File: config.mk
export PLATFORM = sky130hd
export DESIGN_NAME = io_timer_sched
export DESIGN_NICKNAME = d
export VERILOG_FILES = /design/src/rtl/io_timer_sched.sv
export SDC_FILE = /design/constraint.sdc
export NUM_CORES = 1
export LEC_CHECK = 0
export CAP_MARGIN = 20
export CORE_ASPECT_RATIO = 0.6
export CORE_MARGIN = 2
export CORE_UTILIZATION = 39
export CTS_BUF_LIST = sky130_fd_sc_hd__clkbuf_8
export CTS_CLUSTER_DIAMETER = 30
export CTS_CLUSTER_SIZE = 25
export DETAILED_ROUTE_END_ITERATION = 12
export GPL_TIMING_DRIVEN = 0
export PLACE_DENSITY = 0.79
export SETUP_SLACK_MARGIN = 0.05
export SLEW_MARGIN = 20
export SYNTH_ARGS = -nofsm -noshare
export SYNTH_HDL_FRONTEND = slang
export SYNTH_SLANG_ARGS = --single-unit
File: constraint.sdc
create_clock -name AClkH -period 7.2 [get_ports AClkH]
set_input_delay 2.16 -clock AClkH [delete_from_list [all_inputs] [get_ports AClkH]]
set_output_delay 2.16 -clock AClkH [all_outputs]
set_load 0.05 [all_outputs]
File: src/rtl/io_timer_sched.sv
// io_timer_sched: four-channel deadline timer with a shared round-robin comparator and an IO register window
module io_timer_sched #(
  parameter logic [15:0] CAddrBase = 16'h0000
) (
  input  logic        AClkH,
  input  logic        AResetHN,
  input  logic        AClkHEn,
  input  logic [15:0] AIoAddr,
  input  logic [3:0]  AIoWrSize,
  input  logic [3:0]  AIoRdSize,
  input  logic [63:0] AIoMosi,
  output logic [63:0] AIoMiso,
  output logic        AIoAddrAck,
  output logic        AIoAddrErr,
  input  logic        ASync1M,
  input  logic        ASync1K,
  output logic        AIrq,
  output logic [7:0]  ATest
);
  logic [5:0]        ctrl_q, ctrl_d;
  logic [3:0]        irqen_q, irqen_d;
  logic [3:0][15:0]  dl_q, dl_d;
  logic [3:0]        armed_q, armed_d;
  logic [3:0]        exp_q, exp_d;
  logic [15:0]       now_q, now_d;
  logic [1:0]        scan_q, scan_d;
  logic              irq_q, irq_d;
  logic [15:0]       off, rd16, diff;
  logic [3:0]        sz, hit_v, dl_we, clr;
  logic              in_win, we, tick, hit;
  logic              unused_ok;
  assign unused_ok = ^AIoMosi[63:16];
  // address decode and zero-latency read mux
  always_comb begin
    off        = AIoAddr - CAddrBase;
    sz         = AIoWrSize | AIoRdSize;
    in_win     = off <= 16'd8;
    AIoAddrAck = in_win & ((off <= 16'd2 & sz == 4'b0001) | (off >= 16'd4 & sz == 4'b0010));
    AIoAddrErr = in_win & |sz & ~AIoAddrAck;
    we         = AIoAddrAck & |AIoWrSize & AClkHEn;
    rd16       = off == 16'd0 ? {10'b0, ctrl_q} :
                 off == 16'd1 ? {12'b0, irqen_q} :
                 off == 16'd2 ? {8'b0, armed_q, exp_q} :
                 off == 16'd8 ? now_q : dl_q[off[1:0]];
    AIoMiso    = (AIoAddrAck & |AIoRdSize) ? {48'b0, rd16} : 64'b0;
  end
  // tick source, shared comparator and per-channel next state (write beats hit, hit beats clear)
  always_comb begin
    tick    = AClkHEn & (ctrl_q[5:4] == 2'b11 | (ctrl_q[5:4] == 2'b10 & ASync1M) | (ctrl_q[5:4] == 2'b01 & ASync1K));
    diff    = now_q - dl_q[scan_q];
    hit     = AClkHEn & ctrl_q[scan_q] & armed_q[scan_q] & ~diff[15];
    ctrl_d  = (we & off == 16'd0) ? AIoMosi[5:0] : ctrl_q;
    irqen_d = (we & off == 16'd1) ? AIoMosi[3:0] : irqen_q;
    now_d   = ctrl_q[5:4] == 2'b00 ? 16'd0 : now_q + {15'b0, tick};
    scan_d  = scan_q + 2'd1;
    irq_d   = |(exp_q & irqen_q);
    for (int i = 0; i < 4; i++) begin
      hit_v[i]   = hit & scan_q == 2'(i);
      dl_we[i]   = we & off == 16'(4 + i);
      clr[i]     = we & off == 16'd2 & AIoMosi[i];
      dl_d[i]    = dl_we[i] ? AIoMosi[15:0] : dl_q[i];
      armed_d[i] = dl_we[i] | (armed_q[i] & ~hit_v[i]);
      exp_d[i]   = ~dl_we[i] & (hit_v[i] | (exp_q[i] & ~clr[i]));
    end
  end
  // state registers: reset wins over clock enable
  always_ff @(posedge AClkH) begin
    if (!AResetHN) begin
      ctrl_q  <= '0;
      irqen_q <= '0;
      dl_q    <= '0;
      armed_q <= '0;
      exp_q   <= '0;
      now_q   <= '0;
      scan_q  <= '0;
      irq_q   <= 1'b0;
    end else if (AClkHEn) begin
      ctrl_q  <= ctrl_d;
      irqen_q <= irqen_d;
      dl_q    <= dl_d;
      armed_q <= armed_d;
      exp_q   <= exp_d;
      now_q   <= now_d;
      scan_q  <= scan_d;
      irq_q   <= irq_d;
    end
  end
  assign AIrq  = irq_q & AResetHN;
  assign ATest = AResetHN ? {irq_q, tick, hit, scan_q, |armed_q, |exp_q, 1'b0} : 8'h00;
endmodule

# After elaboration in Yosys (flattened, before gate mapping)

Cells that the tools add are included.

Register bits after elaboration: 101
Word-level logic and storage cells: 134
Input bits: 93
Output and inout bits: 75

Mux-type cells: 15
$lt $le $gt $ge: 6
Equality and inequality tests: 15
Bitwise gates (word level): 69
Reductions and logical operators: 15
$add $sub $neg: 3

Operators with widths:

| kind                | count |
|---|---|
| $mux 16             | 8 |
| $bmux 16 s2         | 2 |
| $eq 16x3->1 const B | 4 |
| $and 1x1->1         | 42 |
| $reduce_or 4->1     | 6 |
| $add 16x1->16       | 1 |
| $eq 16x1->1 const B | 1 |
| $eq 16x2->1 const B | 1 |
| $eq 16x4->1 const B | 1 |
| $ge 16x3->1 const B | 1 |
| $le 16x2->1 const B | 1 |
| $le 16x4->1 const B | 1 |
| $logic_not 16->1    | 1 |
| $sub 16x16->16      | 1 |
| $not 1->1           | 14 |
| $reduce_and 2->1    | 6 |
| $or 1x1->1          | 11 |
| $eq 2x2->1 const B  | 4 |
| $mux 8              | 1 |
| $lt 2x3->1 const B  | 2 |
| $and 4x4->4         | 1 |
| $bmux 1 s2          | 2 |
| $eq 2x1->1 const B  | 2 |
| $eq 4x1->1 const B  | 1 |
| other kinds (6)     | 8 |

# Logic depth before layout (Yosys ltp)

Gate-level depths: netlist of run 1.

Depth after elaboration: 13
Gate-level depth with buffers: 11
Mapped depth without buffers: 10

# Worst setup path after synthesis of run 1

OpenSTA, ideal clock, no wires.

Path kind: input-to-output
Start: input AIoAddr[7]
End: output AIoAddrErr
Required time: 5,040 ps
Path slack: -679 ps
Buffers on the path: 0
Cell stages on the path: 5
Data arrival time: 5,719 ps
Cell sequence: nor4_4 nand4_4 mux2_4 nor2_1 a2111oi_0

Word-level cells in the longest chain between the ends: 6
Elaborated cells on any way between the ends: 10
Classes of those cells: 3 x order compare; 7 x bitwise

Ends and longest elaborated chain:

| item                                              | line | RTL |
|---|---|---|
| start: declaration                                | 8    | `input logic [15:0] AIoAddr,` |
| $le 16x2->1 / $ge 16x3->1 (equally long branches) | 38   | `AIoAddrAck = in_win & ((off <= 16'd2 & sz == 4'b0001) \| (off >= 16'd4 & sz == 4'b0010));` |
| $and 1x1->1                                       | 38   |  |
| $or 1x1->1                                        | 38   |  |
| $and 1x1->1 *                                     | 38   |  |
| via AIoAddrAck                                    | 13   | `output logic AIoAddrAck,` |
| $not 1->1 *                                       | 39   | `AIoAddrErr = in_win & \|sz & ~AIoAddrAck;` |
| $and 1x1->1 *                                     | 39   |  |
| end: declaration                                  | 14   | `output logic AIoAddrErr,` |

The timed path passes the listed nets; every way through them passes the cells marked *.

# Worst setup path after layout of run 1

Start: input AIoAddr[1]
End: output AIoMiso[3]

Word-level cells in the longest chain between the ends: 7
Elaborated cells on any way between the ends: 19
Classes of those cells: 3 x order compare; 3 x eq/ne; 7 x mux; 5 x bitwise; 1 x reduce/logical

Ends and longest elaborated chain:

| item                                                                | line | RTL |
|---|---|---|
| parallel branches: the longest is 6 deep, another holds $le 16x2->1 | n/a  |  |
| $mux 16 *                                                           | 45   | `AIoMiso = (AIoAddrAck & \|AIoRdSize) ? {48'b0, rd16} : 64'b0;` |
| end: declaration                                                    | 12   | `output logic [63:0] AIoMiso,` |

Every way passes the cells marked *. The select of a mux whose other input is x is not followed.

==> impl_results.md, run 1 <==
- Status: finished clean
- First-pass GRT wire length: around 30000 um
- Endpoints failing setup: 0
- Port Buffers: 70
- Synth Area in XOR/XNOR: between 2 and 2.5%
- CP max-delay cell: dlygate4sd2_1
- Mux share of post-synthesis cell area: between 10% and 20%
- Seq pwr share: between 50% and 60%
- Critical path endpoint category: output port
- Row count: 35
- Gpl congestion: between 1 and 1.5
- Clk_lat worst skew: 380 ps
- Setup repair after global routing missed its margin: false
- Drt total wl: roughly 19000 um
- Overall Power: about 1100 uW
- Largest net degree at the start of global routing: 20
- Most frequent cells in the layout: 140 x nand2_1, 101 x dfxtp_1, 79 x a21oi_1
- Number of post-CTS setup repair buffers: 0
- Initial Util: 40.0%
- Internal: between 700 and 800 uW
- Worst-case clock buffer depth: 2
- Worst path cell trace: clkdlybuf4s50_1 -> buf_2 -> buf_4 -> buf_2 -> clkbuf_4 -> mux2i_1 -> a22oi_1 -> and3_1 -> dlygate4sd2_1
- Vias per cell: 5.46
- Non-filler instance count after layout: around 1100
- Comb power frac: between 10% and 20%
- GRT overflow: 0
- Syn Area/Cell: approximately 8.5 um^2
- Main combinational cell family by area after synthesis: simple AND/OR/NAND/NOR gates
- CTS HTree Levels: 3
- Root Buffer: clkbuf_8
- MaxCap Viol Count: 0
- # nets final: between 900 and 1000
- Tcrit/Tclk final: between 90 and 100%
- Antenna violations before repair: 0
- Post-synth EDFFs: 0
- Die area: 16800 um^2
- Sw Ratio: 31.2%
- Simple-Gate Fraction of Synth Area: 21.3%
- Top FF cell, synth: dfxtp_1
- LEAKAGE: 0.00299 uW
- Chip Width: about 170 um
- Ant diodes: 0
- Clock Power Share: 31.1%
- Total CTS buffers: 9
- ANT nets after route: 0
- # DRC: 0
- WL/cell: ~18 um
- Synth cell types: 45
- Die Ht: 101 um
- Synth Cell Area: 6160 um^2
- Global-route usage over all layers: 23.0%
- Hold WS: approximately 470 ps
- Compound-Gate Fraction of Synth Area: 11.6%
- Max frequency: ~140 MHz
- Crit-path most repeated cell: buf_2
- Commonest non-fill, non-tap cell in the layout: nand2_1
- Max rail drop VDD: between 100 and 150 uV
- Core Box Area: between 15000 and 20000 um^2
- Worst slack, placed: -562 ps
- Register area share after synthesis: approximately a third
- Fin crit period: approximately 7000 ps
- Slew @ Worst Pin: 760 ps
- Crit path kind: in2out
- Setup slack after layout: 191 ps
- Critical Path AT: 4850 ps
- Io pins: 168
- Post-CTS Hold Buffers: 0
- Slew HR: between 40% and 50%
- Vias in the first global route: ~5400
- Via count: roughly 5800
- Worst path required time: between 5000 and 6000 ps
- Clock Sinks: between 100 and 150
- Pins Over Slew Limit: 0
- Yosys Warn Count: 0
- P per Cell Area: approximately 150 nW/um^2
- Synth Area in Adders: under 10%
- # placed instances: 1046
- Crit-path max cell delay: about 540 ps
- Post-synthesis async set-or-reset flop share: 0%
- CTS clk-pin slew, worst paths: 100 ps
- Reported net switching power: 341 uW
- Drt initial violations: 866
- TritonCTS clock tree: done
- FF+latch count, synth: 101
- Post-DP HPWL: 14800 um
- Worst hold path class: reg2reg
- Layout cells sized above 1: 15.9%
- P&R area growth vs syn: 21.4%
- Setup crit start kind: input pin
- Final Hold Fails: 0
- Clk_skew: a little over 9 ps
- Post-Synthesis Cells: between 700 and 800
- Crit-path max FO: 10
- Drt pass-1 iters: 6
## power groups by stage
| stage | Sequential (uW) | Combinational, uW | Clock, uW |
|---|---|---|---|
| floorplan | 575 | 130 | 0 |
| global placement | 575 | 186 | 0 |
| detailed placement | 576 | 187 | 0 |
| CTS | 563 | 186 | 343 |
| global route | 563 | 199 | 363 |
| finish | 563 | 191 | 340 |
## cell usage after synthesis, types with 6 or more instances
library cell | instances | share of area, %
a21oi_1 | 79 | 6.4
a22oi_1 | 6 | 0.73
and3_1 | 10 | 1.0
buf_2 | 16 | 1.3
buf_4 | 50 | 6.1
clkbuf_1 | 22 | 1.3
dfxtp_1 | 101 | 33
ha_1 | 20 | 4.1
inv_1 | 23 | 1.4
mux2i_1 | 34 | 5.5
mux4_2 | 32 | 12
nand2_1 | 140 | 8.5
nand3_1 | 18 | 1.5
nand4_1 | 12 | 1.2
nor2_1 | 53 | 3.2
nor2b_1 | 9 | 0.91
nor3_1 | 8 | 0.65
o211ai_1 | 8 | 0.98
o21ai_0 | 14 | 1.1
xor2_1 | 10 | 1.4
## worst max-delay path, delay by kind of cell
family,cells,cell delay [ps]
multiplexers,1,100
AO/OA/AOI/OAI,1,140
AND/OR/NAND/NOR,1,200
buffers and inverters,6,2240
## flip-flops by register name, indices dropped and copies added, names as in the netlist
register and cells:
exp_q 4, now_q 16, scan_q 2, armed_q 4, ctrl_q 6, irqen_q 4
irq_q 1, dl_q 64
## through the flow
step / setup TNS [ps] / area [um^2] / util, %
5_1_grt: 0 / 7480 / 48.5
4_1_cts: 0 / 7480 / 48.5
3_5_place_dp: -5590 / 7300 / 47.4
6_report: 0 / 7480 / 48.5
3_3_place_gp: -5270 / 7300 / 47.4
2_1_floorplan: 0 / 6340 / -
## logic make-up after synthesis
| kind of cell | count (synthesis) |
|---|---|
| other | 1 |
| and+or+nand+nor | 279 |
| xor gates and xnor gates | 15 |
| AOI/OAI and AO/OA | 125 |
| muxes | 67 |
| buffers and inverters | 117 |
| adders and majority gates | 20 |
| DFF | 101 |
## area by class of cell
cell class / count / area, um^2
Sequential cell: 101 / 2020
Tap cell: 203 / 254
Fill cell: 1492 / 7940
Clock inverter: 7 / 51.3
Timing Repair Buffer: 70 / 682
Inverter: 24 / 90.1
Buffer: 92 / 564
Multi-Input combinational cell: 555 / 3690
Clock buffer: 9 / 124
## metal layers
layer  global-route usage [%]  up-vias  routed length (um)
met4                     2.92        2                 110
li1                         -     2704                   -
met3                     9.81       17                3160
met1                     33.3     2704                8250
met5                     2.45        -                  56
met2                     32.4      362                7740
## worst paths after layout
kind	startpoint	end	slack, ps	cells past startpoint
setup / recovery	AIoAddr[1]	AIoMiso[3]	190	9
hold reg to reg	dl_q[1]	dl_q[1]	470	2
setup reg to reg	scan_q[0]	armed_q[0]	3480	11
hold / removal	dl_q[1]	dl_q[1]	470	2
## timing repair
item | 4_1_cts | 5_1_grt
endpoints found under the setup margin | 17 | 14
gates resized for setup | 39 | 14
hold endpoints to repair | 0 | 0
No activity file was read; power rests on OpenSTA's default activity.
==> run 2: changes to the inputs <==
--- a/config.mk
+++ b/config.mk
@@ -14,7 +14,7 @@
 export CTS_CLUSTER_SIZE = 25
 export DETAILED_ROUTE_END_ITERATION = 12
 export GPL_TIMING_DRIVEN = 0
-export PLACE_DENSITY = 0.79
+export PLACE_DENSITY = 0.67
 export SETUP_SLACK_MARGIN = 0.05
 export SLEW_MARGIN = 20
 export SYNTH_ARGS = -nofsm -noshare
==> run 2 against run 1 <==
- count of clock-buffer cells in the layout is the same
- clock skew hardly changed
- flip-flop and latch count did not move
==> impl_results.md, run 2 (synthesized netlist as in run 1, its figures left out) <==
- LEAKAGE: 0.00300 uW
- Via count: about 5800
- ANT nets after route: 0
- First-pass GRT wire length: 30700 um
- Root Buffer: clkbuf_8
- Critical path endpoint category: output port
- Max reg flops: 64
- Commonest non-fill, non-tap cell in the layout: nand2_1
- P&R area growth vs syn: 21.8%
- Fin crit period: 7030 ps
- Non-filler instance count after layout: roughly 1100
- Drt pass-1 iters: 5
- Post-CTS Hold Buffers: 0
- Total CTS buffers: 9
- Endpoints failing setup: 0
- Post-DP HPWL: 15100 um
- Initial Util: between 30% and 40%
- Origin of the critical flop-to-flop path: scan_q[0]
- Worst hold path class: reg2reg
- Worst path required time: slightly above 5000 ps
- Largest regs: dl_q x64, now_q x16, ctrl_q x6
- Final Hold Fails: 0
- CTS clk-pin slew, worst paths: ~100 ps
- Status: finished clean
- TritonCTS clock tree: done
- Most frequent cells in the layout: 140 x nand2_1, 101 x dfxtp_1, 79 x a21oi_1
- P per Cell Area: between 150 and 200 nW/um^2
- Largest reg by FF count: dl_q
- Crit-path max FO: 8
- Setup slack after layout: 170 ps
- Hold Path Origin: dl_q[27]
- # nets final: between 900 and 1000
- Clk_skew: roughly 9.3 ps
- Pins Over Slew Limit: 0
- Worst slack, placed: -644 ps
- Clock Sinks: 101
- Drt initial violations: just over 800
- Global-route usage over all layers: between 20% and 30%
- Crit path kind: in2out
- Vias per cell: ~5.5
- Die area: ~17000 um^2
- Critical Path AT: just under 5000 ps
- Largest net degree at the start of global routing: 17
- Worst path cell trace: clkdlybuf4s50_1 -> nor4_4 -> nand3_1 -> or3_1 -> nor3_4 -> buf_4 -> nor2b_1 -> clkdlybuf4s15_1
- # DRC: 0
- Max rail drop VDD: approximately 97 uV
- Setup crit start kind: input pin
- Row count: 35
- MaxCap Viol Count: 0
- Crit-path max cell delay: roughly 520 ps
- CP Launch Point: AIoAddr[8]
- Setup repair after global routing missed its margin: false
- Slew @ Worst Pin: approximately 760 ps
- Drt total wl: about 20000 um
- Vias in the first global route: 5164
- Port Buffers: 70
- Overall Power: between 1000 and 1500 uW
- Slew HR: between 40% and 50%
- Worst-case clock buffer depth: 2
- # placed instances: between 1000 and 1500
- Ant diodes: 0
- WL/cell: between 15 and 20 um
- Die Ht: approximately 100 um
- Antenna violations before repair: 0
- Chip Width: 166 um
- GRT overflow: 0
- Io pins: 168
- Tcrit/Tclk final: 97.6%
- CTS HTree Levels: 3
- Max frequency: ~140 MHz
- Core Box Area: between 15000 and 20000 um^2
- Layout cells sized above 1: between 10% and 20%
- CP max-delay cell: clkdlybuf4s15_1
- Gpl congestion: about 1
- Clk_lat worst skew: between 300 and 400 ps
run 2: changes by cell type in the layout (fill, tap and decap cells not counted), sizes merged:
| cell | delta |
|---|---|
| clkbuf | +13 |
| dlygate4sd2 | -5 |
| clkdlybuf4s15 | -3 |
| inv | -2 |
| bufinv | +1 |
| clkinvlp | -1 |
run 2: cell type report:
class,instances,area (um^2)
buffer,93,573
clock inverter,5,60.1
tap,203,254
fill,1537,7910
sequential,101,2020
timing repair buffer,74,683
inverter,24,90.1
multi-input combinational,555,3700
clock buffer,9,124
run 2: what timing repair did:
item,in CTS,in global routing
setup buffers,0,4
setup endpoints to repair,17,14
gates cloned,0,0
pin swaps,0,4
resized for setup,40,35
run 2: critical path, delay by kind of cell:
kind	cells	cell delay, ps
buf+inv	3	1160
simple gates	5	1550
run 2: final timing paths:
check / end / slack [ps] / cells past startpoint
worst max-delay path: AIoMiso[6] / 170 / 8
worst min-delay path: dl_q[27] / 470 / 2
worst max register to register: armed_q[3] / 3400 / 11
worst min register to register: dl_q[27] / 470 / 2
run 2: stage by stage:
| stage | hold WS [ps] | util, % | TNS [ps] | instance area (um^2) |
|---|---|---|---|---|
| 2_1_floorplan | 438 | - | 0 | 6340 |
| 3_3_place_gp | 449 | 47.4 | -6360 | 7300 |
| 4_1_cts | 467 | 48.7 | 0 | 7510 |
| 5_1_grt | 482 | 48.7 | 0 | 7500 |
| 6_report | 470 | 48.7 | 0 | 7500 |
| 3_5_place_dp | 456 | 47.4 | -6650 | 7300 |
run 2: power by group:
part	internal (uW)	switching, uW	total (uW)
logic	66.1	128	194
clock network	159	210	369
registers	560	2.71	563
total	785	341	1130
run 2: metal layers:
layer	up-vias	part of all wire, %	track usage (%)
li1	2712	-	-
met2	316	38	31.5
met1	2764	47	37.7
met4	0	0.91	3.91
met3	19	13	8.09
met5	-	0	0
==> run 3: changes to the inputs <==
==> constraint.sdc (replaced) <==
create_clock -name AClkH -period 6.9 [get_ports AClkH]
set_input_delay 2.07 -clock AClkH [delete_from_list [all_inputs] [get_ports AClkH]]
set_output_delay 2.07 -clock AClkH [all_outputs]
set_load 0.05 [all_outputs]
==> run 3 against run 2 <==
- clock power rose by 5%
- count of clock-buffer cells in the layout is the same
- non-clock buffer count is 2 higher
- via count is 0.76% lower
- critical path depth decreased by 1
- largest power group unchanged
==> impl_results.md, run 3 (synthesized netlist as in run 1, its figures left out) <==
- Status: finished clean
- Crit-path most repeated cell: clkdlybuf4s50_1
- Worst path required time: between 4000 and 5000 ps
- Row count: 35
- CTS HTree Levels: 3
- Clock Sinks: 101
- Max reg flops: between 60 and 70
- Drt pass-1 iters: 4
- Core Box Area: around 15000 um^2
- Via count: ~5800
- Clock Power Share: roughly 33%
- LEAKAGE: 0.00301 uW
- Die Ht: 101 um
- ANT nets after route: 0
- Crit-path max cell delay: about 860 ps
- Slew HR: roughly half
- Global-route usage over all layers: between 20% and 30%
- Comb power frac: between 10% and 20%
- Hold WS: 470 ps
- Dpl cell area: 7300 um^2
- Clk_skew: ~8.5 ps
- Fin crit period: 6760 ps
- # DRC: 0
- Commonest non-fill, non-tap cell in the layout: nand2_1
- Drt initial violations: about 750
- Total CTS buffers: 9
- Layout cells sized above 1: between 10% and 20%
- Post-DP HPWL: 15100 um
- Die area: around 17000 um^2
- Clk_lat worst skew: 380 ps
- Worst-case clock buffer depth: 2
- Setup TNS: 0 ps
- Vias in the first global route: approximately 5200
- Largest reg by FF count: dl_q
- MaxCap Viol Count: 0
- Crit-path max FO: 9
- # nets final: 973
- P&R area growth vs syn: 22.1%
- Tcrit/Tclk final: between 90% and 100%
- Critical Path AT: 4690 ps
- Vias per cell: 5.41
- Pins Over Slew Limit: 0
- Ant diodes: 0
- WL/cell: around 19 um
- P per Cell Area: between 150 and 200 nW/um^2
- Sw Ratio: 30.3%
- Io pins: between 150 and 200
- Port Buffers: 70
- Largest net degree at the start of global routing: 17
- Critical path endpoint category: output port
- Most frequent cells in the layout: 140 x nand2_1, 101 x dfxtp_1, 79 x a21oi_1
- Filler cells: around 1500
- CTS clk-pin slew, worst paths: 100 ps
- Antenna violations before repair: 0
- Largest regs: dl_q x64, now_q x16, ctrl_q x6
- Worst hold path class: reg2reg
- Setup repair after global routing missed its margin: false
- Initial Util: approximately two fifths
- Crit path kind: in2out
- Reported net switching power: 357 uW
- Seq pwr share: between 40% and 50%
- Max frequency: 148 MHz
- Overall Power: about 1200 uW
- Setup crit start kind: input pin
- Final Hold Fails: 0
- Drt total wl: ~20000 um
- First-pass GRT wire length: between 30000 and 40000 um
- Gpl congestion: 0.980
- TritonCTS clock tree: done
- Endpoints failing setup: 0
- Max rail drop VDD: between 100 and 150 uV
- Chip Width: around 170 um
- Worst path cell trace: clkdlybuf4s50_1 -> nor4_4 -> buf_4 -> nand4_4 -> mux2_4 -> nor2_1 -> clkdlybuf4s50_1
- Final core utilization: 48.8%
- Slew @ Worst Pin: around 730 ps
- Root Buffer: clkbuf_8
- GRT overflow: 0
- Fin area: roughly 7500 um^2
- Post-CTS Hold Buffers: 0
- Internal: slightly above 800 uW
- CP max-delay cell: clkdlybuf4s50_1
==> run 3: changes by cell type in the layout (fill, tap and decap cells not counted), sizes merged <==
| cell | before | now |
|---|---|---|
| clkdlybuf4s15 | 2 | 0 |
| dlygate4sd2 | 2 | 4 |
| dlymetal6s2s | 2 | 1 |
| clkbuf | 45 | 42 |
| buf | 73 | 79 |
==> run 3: what timing repair did <==
| action | 4_1_cts | 5_1_grt |
|---|---|---|
| endpoints found under the setup margin | 17 | 18 |
| gates resized for setup | 55 | 33 |
| gates cloned | 0 | 0 |
| buffers inserted | 2 | 4 |
| pin swaps | 1 | 3 |
| hold endpoints to repair | 0 | 0 |
==> run 3: metrics by stage <==
step / worst slack (ps) / instances
floorplan: 554 / 773
global placement: -746 / 1046
detailed placement: -764 / 1046
CTS: 62.7 / 1062
global route: 60.0 / 1066
finish: 139 / 1066
==> run 3: worst max-delay path, delay by kind of cell <==
family / cells / cell delay (ps)
mux: 1 / 400
simple gates: 3 / 730
buf+inv: 3 / 1490
==> run 3: layer usage <==
layer | part of all wire, % | vias up | track usage [%] | routed length (um)
met2 | 38 | 282 | 31.5 | 7650
met4 | 1.0 | 0 | 3.91 | 203
met1 | 48 | 2755 | 37.5 | 9580
li1 | - | 2708 | - | -
met5 | 0 | - | 0 | 0
met3 | 13 | 22 | 8.52 | 2610
==> run 3: worst paths after layout <==
| kind | depth (start not counted) | endpoint | start | slack (ps) |
|---|---|---|---|---|
| worst max-delay path | 7 | AIoAddrAck | AIoAddr[14] | 140 |
| worst max register to register | 11 | armed_q[3] | scan_q[0] | 3140 |
| worst min register to register | 2 | dl_q[27] | dl_q[27] | 470 |
| worst min-delay path | 2 | dl_q[27] | dl_q[27] | 470 |
==> run 3: layout make-up <==
| cell class | count | area, um^2 | share of cell area (%) |
|---|---|---|---|
| multi-input combinational | 555 | 3700 | 49.3 |
| sequential | 101 | 2020 | 26.9 |
| timing repair buffer | 76 | 688 | 9.15 |
| buffer | 93 | 577 | 7.67 |
| tap | 203 | 254 | 3.38 |
| clock buffer | 9 | 124 | 1.65 |
| inverter | 24 | 90.1 | 1.20 |
| clock inverter | 5 | 60.1 | 0.799 |
==> run 3: power by group through the flow <==
stage | clock [uW] | combinational [uW] | sequential (uW)
after global placement | 0 | 196 | 600
after CTS | 388 | 198 | 587
after detailed placement | 0 | 196 | 601
final | 387 | 202 | 587
after global routing | 407 | 212 | 588
after floorplan | 0 | 135 | 599
